`config.mk`:
```
export PLATFORM = sky130hd
export DESIGN_NAME = inv_shift_rows_serial
export DESIGN_NICKNAME = d
export VERILOG_FILES = /design/src/rtl/inv_shift_rows_serial.sv
export SDC_FILE = /design/constraint.sdc
export NUM_CORES = 1
export LEC_CHECK = 0
export BUFFER_PORTS_ARGS = -buffer_cell sky130_fd_sc_hd__buf_2
export CAP_MARGIN = 10
export CORE_ASPECT_RATIO = 1.2
export CORE_MARGIN = 1
export CORE_UTILIZATION = 50
export DETAILED_ROUTE_END_ITERATION = 16
export HOLD_SLACK_MARGIN = 0.15
export PLACE_DENSITY = 0.67
export SYNTH_ARGS = -nofsm -noshare
export SYNTH_HDL_FRONTEND = slang
export SYNTH_SLANG_ARGS = --single-unit
```
`constraint.sdc`:
```
create_clock -name clk -period 2.87 [get_ports clk]
set_input_delay 0.287 -clock clk [delete_from_list [all_inputs] [get_ports clk]]
set_output_delay 0.287 -clock clk [all_outputs]
set_load 0.02 [all_outputs]
```
`src/rtl/inv_shift_rows_serial.sv`:
```
// Byte-serial AES (Inv)ShiftRows: each 16-byte block lands in one of two ping-pong banks and is re-read in row-shifted order.
// Latency: output byte 0 is valid the cycle after input byte 15 is accepted; 1 byte/cycle sustained in and out.
// Backpressure: in_ready drops while the write bank still holds an undrained block; in_ready comes only from registered flags.
module inv_shift_rows_serial #(
  // 1: InvShiftRows (row r rotated right by r); 0: forward ShiftRows (row r rotated left by r)
  parameter bit INVERSE = 1'b1
) (
  input  logic       clk,
  input  logic       rst,
  input  logic       in_valid,
  output logic       in_ready,
  input  logic [7:0] in_data,
  input  logic       in_last,
  output logic       out_valid,
  input  logic       out_ready,
  output logic [7:0] out_data,
  output logic       out_last,
  output logic       frame_err
);

  // Block storage: two banks of 16 bytes, indexed by stream position k = r + 4c
  logic [7:0] r_mem [2][16];

  // Per-bank occupancy: 1 from the cycle after the 16th write until the 16th read
  logic [1:0] r_full;

  // Write side pointer
  logic       r_wr_bank;
  logic [3:0] r_wr_cnt;

  // Read side pointer
  logic       r_rd_bank;
  logic [3:0] r_rd_cnt;

  // Sticky framing error
  logic       r_frame_err;

  // Handshake and block-boundary strobes
  logic       w_in_fire;
  logic       w_out_fire;
  logic       w_wr_done;
  logic       w_rd_done;
  logic       w_last_slot;

  // Read address translation: output position (row, col) -> source column
  logic [1:0] w_rd_row;
  logic [1:0] w_rd_col;
  logic [1:0] w_src_col;
  logic [3:0] w_src;

  // The write bank is free exactly when its full flag is clear; the read
  // side only ever clears a flag at a clock edge, so a bank that finishes
  // draining becomes writable one cycle later, never in the same cycle.
  assign in_ready   = !r_full[r_wr_bank];
  assign out_valid  = r_full[r_rd_bank];

  assign w_in_fire  = in_valid && in_ready;
  assign w_out_fire = out_valid && out_ready;

  assign w_last_slot = (r_wr_cnt == 4'd15);
  assign w_wr_done   = w_in_fire && w_last_slot;
  assign w_rd_done   = w_out_fire && (r_rd_cnt == 4'd15);

  assign w_rd_row = r_rd_cnt[1:0];
  assign w_rd_col = r_rd_cnt[3:2];

  // Source column for the byte at (row, col): all arithmetic wraps mod 4
  always_comb begin
    w_src_col = w_rd_col;
    if (INVERSE) begin
      w_src_col = w_rd_col - w_rd_row;
    end else begin
      w_src_col = w_rd_col + w_rd_row;
    end
  end

  // Row index is unchanged by the shift; only the column moves
  assign w_src = {w_src_col, w_rd_row};

  // Output byte and frame marker are decoded purely from registered state
  assign out_data  = r_mem[r_rd_bank][w_src];
  assign out_last  = out_valid && (r_rd_cnt == 4'd15);
  assign frame_err = r_frame_err;

  // Bank write port: contents need no reset, full flags gate their use
  always_ff @(posedge clk) begin
    if (w_in_fire) begin
      r_mem[r_wr_bank][r_wr_cnt] <= in_data;
    end
  end

  // Write pointer: count bytes, hop to the other bank after byte 15
  always_ff @(posedge clk or posedge rst) begin
    if (rst) begin
      r_wr_cnt  <= 4'd0;
      r_wr_bank <= 1'b0;
    end else if (w_in_fire) begin
      r_wr_cnt <= r_wr_cnt + 4'd1;
      if (w_last_slot) begin
        r_wr_bank <= ~r_wr_bank;
      end
    end
  end

  // Read pointer: count bytes out, hop to the other bank after byte 15
  always_ff @(posedge clk or posedge rst) begin
    if (rst) begin
      r_rd_cnt  <= 4'd0;
      r_rd_bank <= 1'b0;
    end else if (w_out_fire) begin
      r_rd_cnt <= r_rd_cnt + 4'd1;
      if (r_rd_cnt == 4'd15) begin
        r_rd_bank <= ~r_rd_bank;
      end
    end
  end

  // Full flags: fill-complete and drain-complete always target different
  // banks (a bank is writable only when empty and readable only when full),
  // so both updates can land in the same cycle without conflict.
  always_ff @(posedge clk or posedge rst) begin
    if (rst) begin
      r_full <= 2'b00;
    end else begin
      if (w_wr_done) begin
        r_full[r_wr_bank] <= 1'b1;
      end
      if (w_rd_done) begin
        r_full[r_rd_bank] <= 1'b0;
      end
    end
  end

  // Framing check: in_last must coincide with the 16th byte; block
  // boundaries themselves are always taken from the write counter.
  always_ff @(posedge clk or posedge rst) begin
    if (rst) begin
      r_frame_err <= 1'b0;
    end else if (w_in_fire && (in_last != w_last_slot)) begin
      r_frame_err <= 1'b1;
    end
  end

endmodule

```
After elaboration in Yosys (flattened, before gate mapping)
Memories as Yosys holds them, arrays and structs flattened.
Cells that the tools add are included.
{ "word_totals": {"output_inout_bits": 12, "ram_bits": 256, "wordCells": 56, "input_bits": 13, "regBits": 13, "memories": 1} }
{ "mem_list": {"columns": ["memory", "words", "word_bits", "read_ports", "rd_clocked_by_memory_dff", "wr", "line", "text"], "rows": [
  ["r_mem", 2, 128, 1, 0, 1, "22", "logic [7:0] r_mem [2][16];"]
]} }
{ "classes": {"n_reduce_logical": 12, "n_bitwise": 7, "magnitude_cmp": 7, "n_addsub": 3, "eq_ne": 3, "muxes": 17} }
{ "op_table": {"columns": ["operator", "count"], "rows": [
  ["$mux 128", 1],
  ["$bmux 8 s4", 1],
  ["$demux 8 s4", 1],
  ["$mux 8", 3],
  ["$ge 5x5->1 const B", 2],
  ["$not 4->5", 2],
  ["$logic_and 1x1->1", 9],
  ["$add 4x1->4 const B", 2],
  ["$eq 4x4->1 const B", 2],
  ["$mux 1", 7],
  ["$lt 5x1->1 const B", 1],
  ["$lt 1x2->1 const B", 2],
  ["$mux 2", 2],
  ["$reduce_and 2->1", 2],
  ["$and 2x2->2", 1],
  ["$demux 1 s1", 2],
  ["$ge 1x1->1 const B", 2],
  ["$not 1->1", 2],
  ["$not 2->2", 1],
  ["$or 2x2->2", 1],
  ["$sub 2x2->2", 1],
  ["$logic_not 1->1", 1],
  ["$ne 1x1->1", 1]
]} }

Logic depth before layout (Yosys ltp)
{ "depth": {"depth_word": 8, "mapped_depth": 8, "mapped_depth_nobuf": 6} }

Worst setup path after synthesis
OpenSTA, ideal clock, no wires.
{ "synth_path": {"path_type": "register to register", "startpoint": "register r_wr_bank", "endpoint": "memory r_mem[0][10] (netlist name), enable pin", "setup_ns": 0.383, "period_less_slack_ns": 2.483, "setup_slack_ns": 0.387, "stages_incl_launch_ff": 6, "required_time_ns": 2.487, "arrival_time_ns": 2.099, "path_cell_list": "dfrtp_1 mux2i_1 and2_1 clkbuf_1 nand2_1 nor3_1"} }
{ "synth_between": {"elab_chain_len": 6} }
{ "synth_lines": {"columns": ["element", "line", "text"], "rows": [
  ["start: declaration", "28", "logic r_wr_bank;"],
  ["start signal: assignment", "100", "r_wr_bank <= ~r_wr_bank;"],
  ["$mux 1 (not written as such) (2 in series)", "54", "assign in_ready = !r_full[r_wr_bank];"],
  ["$logic_not 1->1", "54", null],
  ["net in_ready", "11", "output logic in_ready,"],
  ["$logic_and 1x1->1", "57", "assign w_in_fire = in_valid && in_ready;"],
  ["$mux 1", "87", "if (w_in_fire) begin"],
  ["$mux 128 (not written as such)", "88", "r_mem[r_wr_bank][r_wr_cnt] <= in_data;"],
  ["end: declaration", "22", null]
]} }
The timed path passes the listed nets, and every way through them passes these cells. The select of a mux whose other input is x is not followed.

Worst setup path after layout
{ "layout_path": {"startpoint": "register r_rd_bank", "endpoint": "output port out_data[0]"} }
{ "layout_between": {"elab_chain_len": 4} }
{ "layout_lines": {"columns": ["element", "line", "text"], "rows": [
  ["start: declaration", "32", "logic r_rd_bank;"],
  ["start signal: assignment", "113", "r_rd_bank <= ~r_rd_bank;"],
  ["$mem_v2 2x128", null, null],
  ["$bmux 8 s4", "81", "assign out_data = r_mem[r_rd_bank][w_src];"],
  ["$mux 8 (not written as such) (2 in series)", "81", null],
  ["end: declaration", "16", "output logic [7:0] out_data,"]
]} }
Every way passes these cells. The select of a mux whose other input is x is not followed.

==> results.toml <==
[run_status]
status = "finished, final reports clean"

[clock_network]
clock-sinks = 269
numCtsBuffers = 25
insertion_delay_ps = 520
ctsHtreeMaxLevel = 1
cts.path.max_buffers = 3
root_buffer = "clkbuf_16"
clkTransAtPathRegs_ps = 60
cts_tree = "yes"

[global_routing]
grt_max_degree = 37
grt_first_pass_wirelength_microns = 34810
grt.met1_usage = 0.2879
met3_usage = 0.02466
overflow = 0
use_met2 = 0.3953
grt_busiest_layer = "met2"
antenna_found_initial = 0
track_usage = 0.2211
grt_pass1_vias = 5674

[power_and_ir_drop]
irDropWorstVdd_mv = 0.9830
p_seq_frac = 0.366
power.switching_mw = 4.139
p_comb_frac = 0.375
pwr-share-clk = 0.259
power_leakage_nw = 4.171
intPower_mw = 8.745
switching_share = 0.3212
power_density_mw_per_mm2 = 1013

[synthesis]
synth.avg_cell_area_sq_um = 20.69
ys.flop_type = "edfxtp_1"
synth_edf_count = 256
synth-seq-cells = 269
synth-async-reset-ratio = 0.04833
ys_types = 30
syn_nets = 535
ys_warn_count = 0
ys_seq_area_frac = 0.7505
synthCells = 516
synthesis.area_sq_mm = 0.01068

[setup_path]
cp-startpoint = "r_rd_bank"
cp.required_ps = 2580
reg2reg_depth = 5
crit_path_start_kind = "flop"
path_max_fanout = 7
crit_type = "flop to output port"
arrival_ps = 2580
worstReg2RegStart = "r_wr_bank"
r2r_setup_slack_ps = 580
worstReg2RegEnd = "r_mem[0][13]"
end_kind = "output port"

[drt]
wl_per_cell_microns = 25.30
ant_nets = 0
wirelength_microns = 22590
dr.pass1.iters = 5
drt-initial-drc-count = 342
vias = 5230
via_per_inst = 5.857
drc = 0

[place]
routabilityCongestion = 0.7489
dp_hpwl_microns = 13110
portBuffers = 24
placed_cell_area_sq_mm = 0.01135

[finish]
num_antenna_cells = 0
final_util = 0.6063
nets = 623
drive_gt1_frac = 0.3612
nFillCells = 1443
area_delta_synth_final_pct = 19.10
fin_area_sq_mm = 0.01272

[floorplan]
dieArea_sq_mm = 0.02194
design.core.area_sq_mm = 0.02097
ios = 25
die_h_microns = 162.1
rows = 58
die_w_microns = 135.4
start_util = 0.5091

[timing]
fin_skew_ps = 9.198
max_slew_margin = 0.5569
post-route-min-period_ps = 2867
fmax_ghz = 0.3488
setup_viol = 0
grt_setup_unrepaired = "yes"
finalHoldViolCount = 0
worst_pin_slew_ps = 664.6
final.period_utilization = 0.9989
maxSlewViolCount = 0

[job]
cap_violations = 0

[min_path]
hold_depth = 1
min_to = "r_mem[0][91]"
hold_class = "primary input to flop"
hold_start = "in_data[3]"
placed cells by master (no fill, tap or decap), drive strengths merged:
cell / synthesis / final
nand3b: 3 / 3
o22ai: 6 / 6
o22a: 2 / 2
mux2: 16 / 16
clkinvlp: 0 / 3
nand4: 2 / 2
nand2b: 2 / 2
o221ai: 6 / 6
a21o: 1 / 1
o21a: 6 / 6
and2: 2 / 2
bufinv: 0 / 4
buf: 20 / 85
nand3: 3 / 3
dlygate4sd3: 0 / 3
inv: 6 / 7
xnor2: 8 / 8
and4: 1 / 1
clkinv: 0 / 11
nor3: 5 / 5
clkbuf: 7 / 27
xor2: 2 / 2
dfrtp: 13 / 13
ha: 6 / 6
o21ai: 8 / 8
edfxtp: 256 / 256
mux4: 58 / 58
mux2i: 37 / 37
nor2: 29 / 29
nand2: 11 / 11
power by group through the flow:
stage | Sequential, mW | Combinational [mW] | Clock, mW
after global routing | 4.75 | 5.10 | 3.53
after CTS | 4.71 | 4.61 | 3.39
after floorplan | 4.71 | 2.69 | 0
final | 4.72 | 4.83 | 3.34
after global placement | 4.79 | 3.84 | 0
after detailed placement | 4.81 | 3.87 | 0
sequential cells by signal (all words and copies together) (netlist names):
register and cells:
frame_err 1, r_full 2, r_mem 256, r_rd_bank 1
r_rd_cnt 4, r_wr_bank 1, r_wr_cnt 4
final cells by class:
type	instances	area (sq um)	area share
Timing Repair Buffer	88	824.5	0.06484
Inverter	6	22.52	0.001771
Sequential cell	269	8018	0.6305
Tap cell	270	337.8	0.02657
Clock inverter	19	200.2	0.01574
Multi-Input combinational cell	214	2680	0.2108
Clock buffer	27	633.1	0.04979
what timing repair did:
| item | in CTS | in global routing |
|---|---|---|
| endpoints found under the hold margin | 15 | 0 |
| setup buffers | 10 | 7 |
| hold buffers | 3 | 0 |
| cloned | 5 | 0 |
| gates resized for setup | 34 | 22 |
| pin swaps | 0 | 1 |
| setup endpoints to repair | 8 | 8 |
worst max-delay path: stages, from the launching register on:
cell	delay [ps]
dfrtp_4	440
buf_8	150
buf_16	140
mux4_2	490
mux2i_1	270
mux2i_1	190
o21a_1	210
buf_2	160
logic make-up after synthesis:
family	share of synthesized area
xor gates and xnor gates	0.008204
AOI/OAI and AO/OA	0.01875
and+or+nand+nor	0.02426
DFF	0.7505
muxes	0.1739
adders and majority gates	0.007031
buffers and inverters	0.01734
worst max path at each step:
stage	depth (start not counted)	end	slack, ps
2_1_floorplan	5	r_mem[0][10]	390
3_3_place_gp	6	out_data[0]	280
3_5_place_dp	6	out_data[0]	290
4_1_cts	8	out_data[7]	-40
5_1_grt	7	out_data[4]	-60
6_report	7	out_data[0]	3
Yosys cell counts (2+ instances only):
cell type	number	area share
and2_1	2	0.0012
buf_1	3	0.0011
buf_2	10	0.0047
buf_4	2	0.0014
buf_6	5	0.0053
clkbuf_1	6	0.0021
dfrtp_1	13	0.030
edfxtp_1	256	0.72
ha_1	6	0.0070
inv_1	6	0.0021
mux2_2	16	0.017
mux2i_1	37	0.035
mux4_2	58	0.12
nand2_1	11	0.0039
nand2b_1	2	0.0012
nand3_1	3	0.0014
nand3b_1	3	0.0021
nand4_1	2	0.0012
nor2_1	29	0.010
nor3_1	5	0.0023
o21a_1	6	0.0042
o21ai_0	8	0.0038
o221ai_1	6	0.0049
o22a_1	2	0.0016
o22ai_1	6	0.0035
xnor2_1	8	0.0066
xor2_1	2	0.0016
per-layer routing:
| metal | part of all wire | vias up |
|---|---|---|
| met5 | 0 | - |
| met4 | 0.022 | 0 |
| met3 | 0.045 | 36 |
| met2 | 0.53 | 151 |
| met1 | 0.40 | 2766 |
| li1 | - | 2277 |
per-stage QoR:
step                      hold WS (ps)  std cells  setup TNS (ps)  worst slack, ps  power (mW)
final                            282.4        893               0            3.190       12.88
after global routing             298.6        893          -318.9           -63.73       13.37
after CTS                        274.3        889          -218.9           -44.91       12.72
after detailed placement         339.4        825               0            293.1       8.683
after global placement           314.9        825               0            275.1       8.632
after floorplan                  164.0        516               0            387.4       7.396
Power figures use the tool's default switching activity.
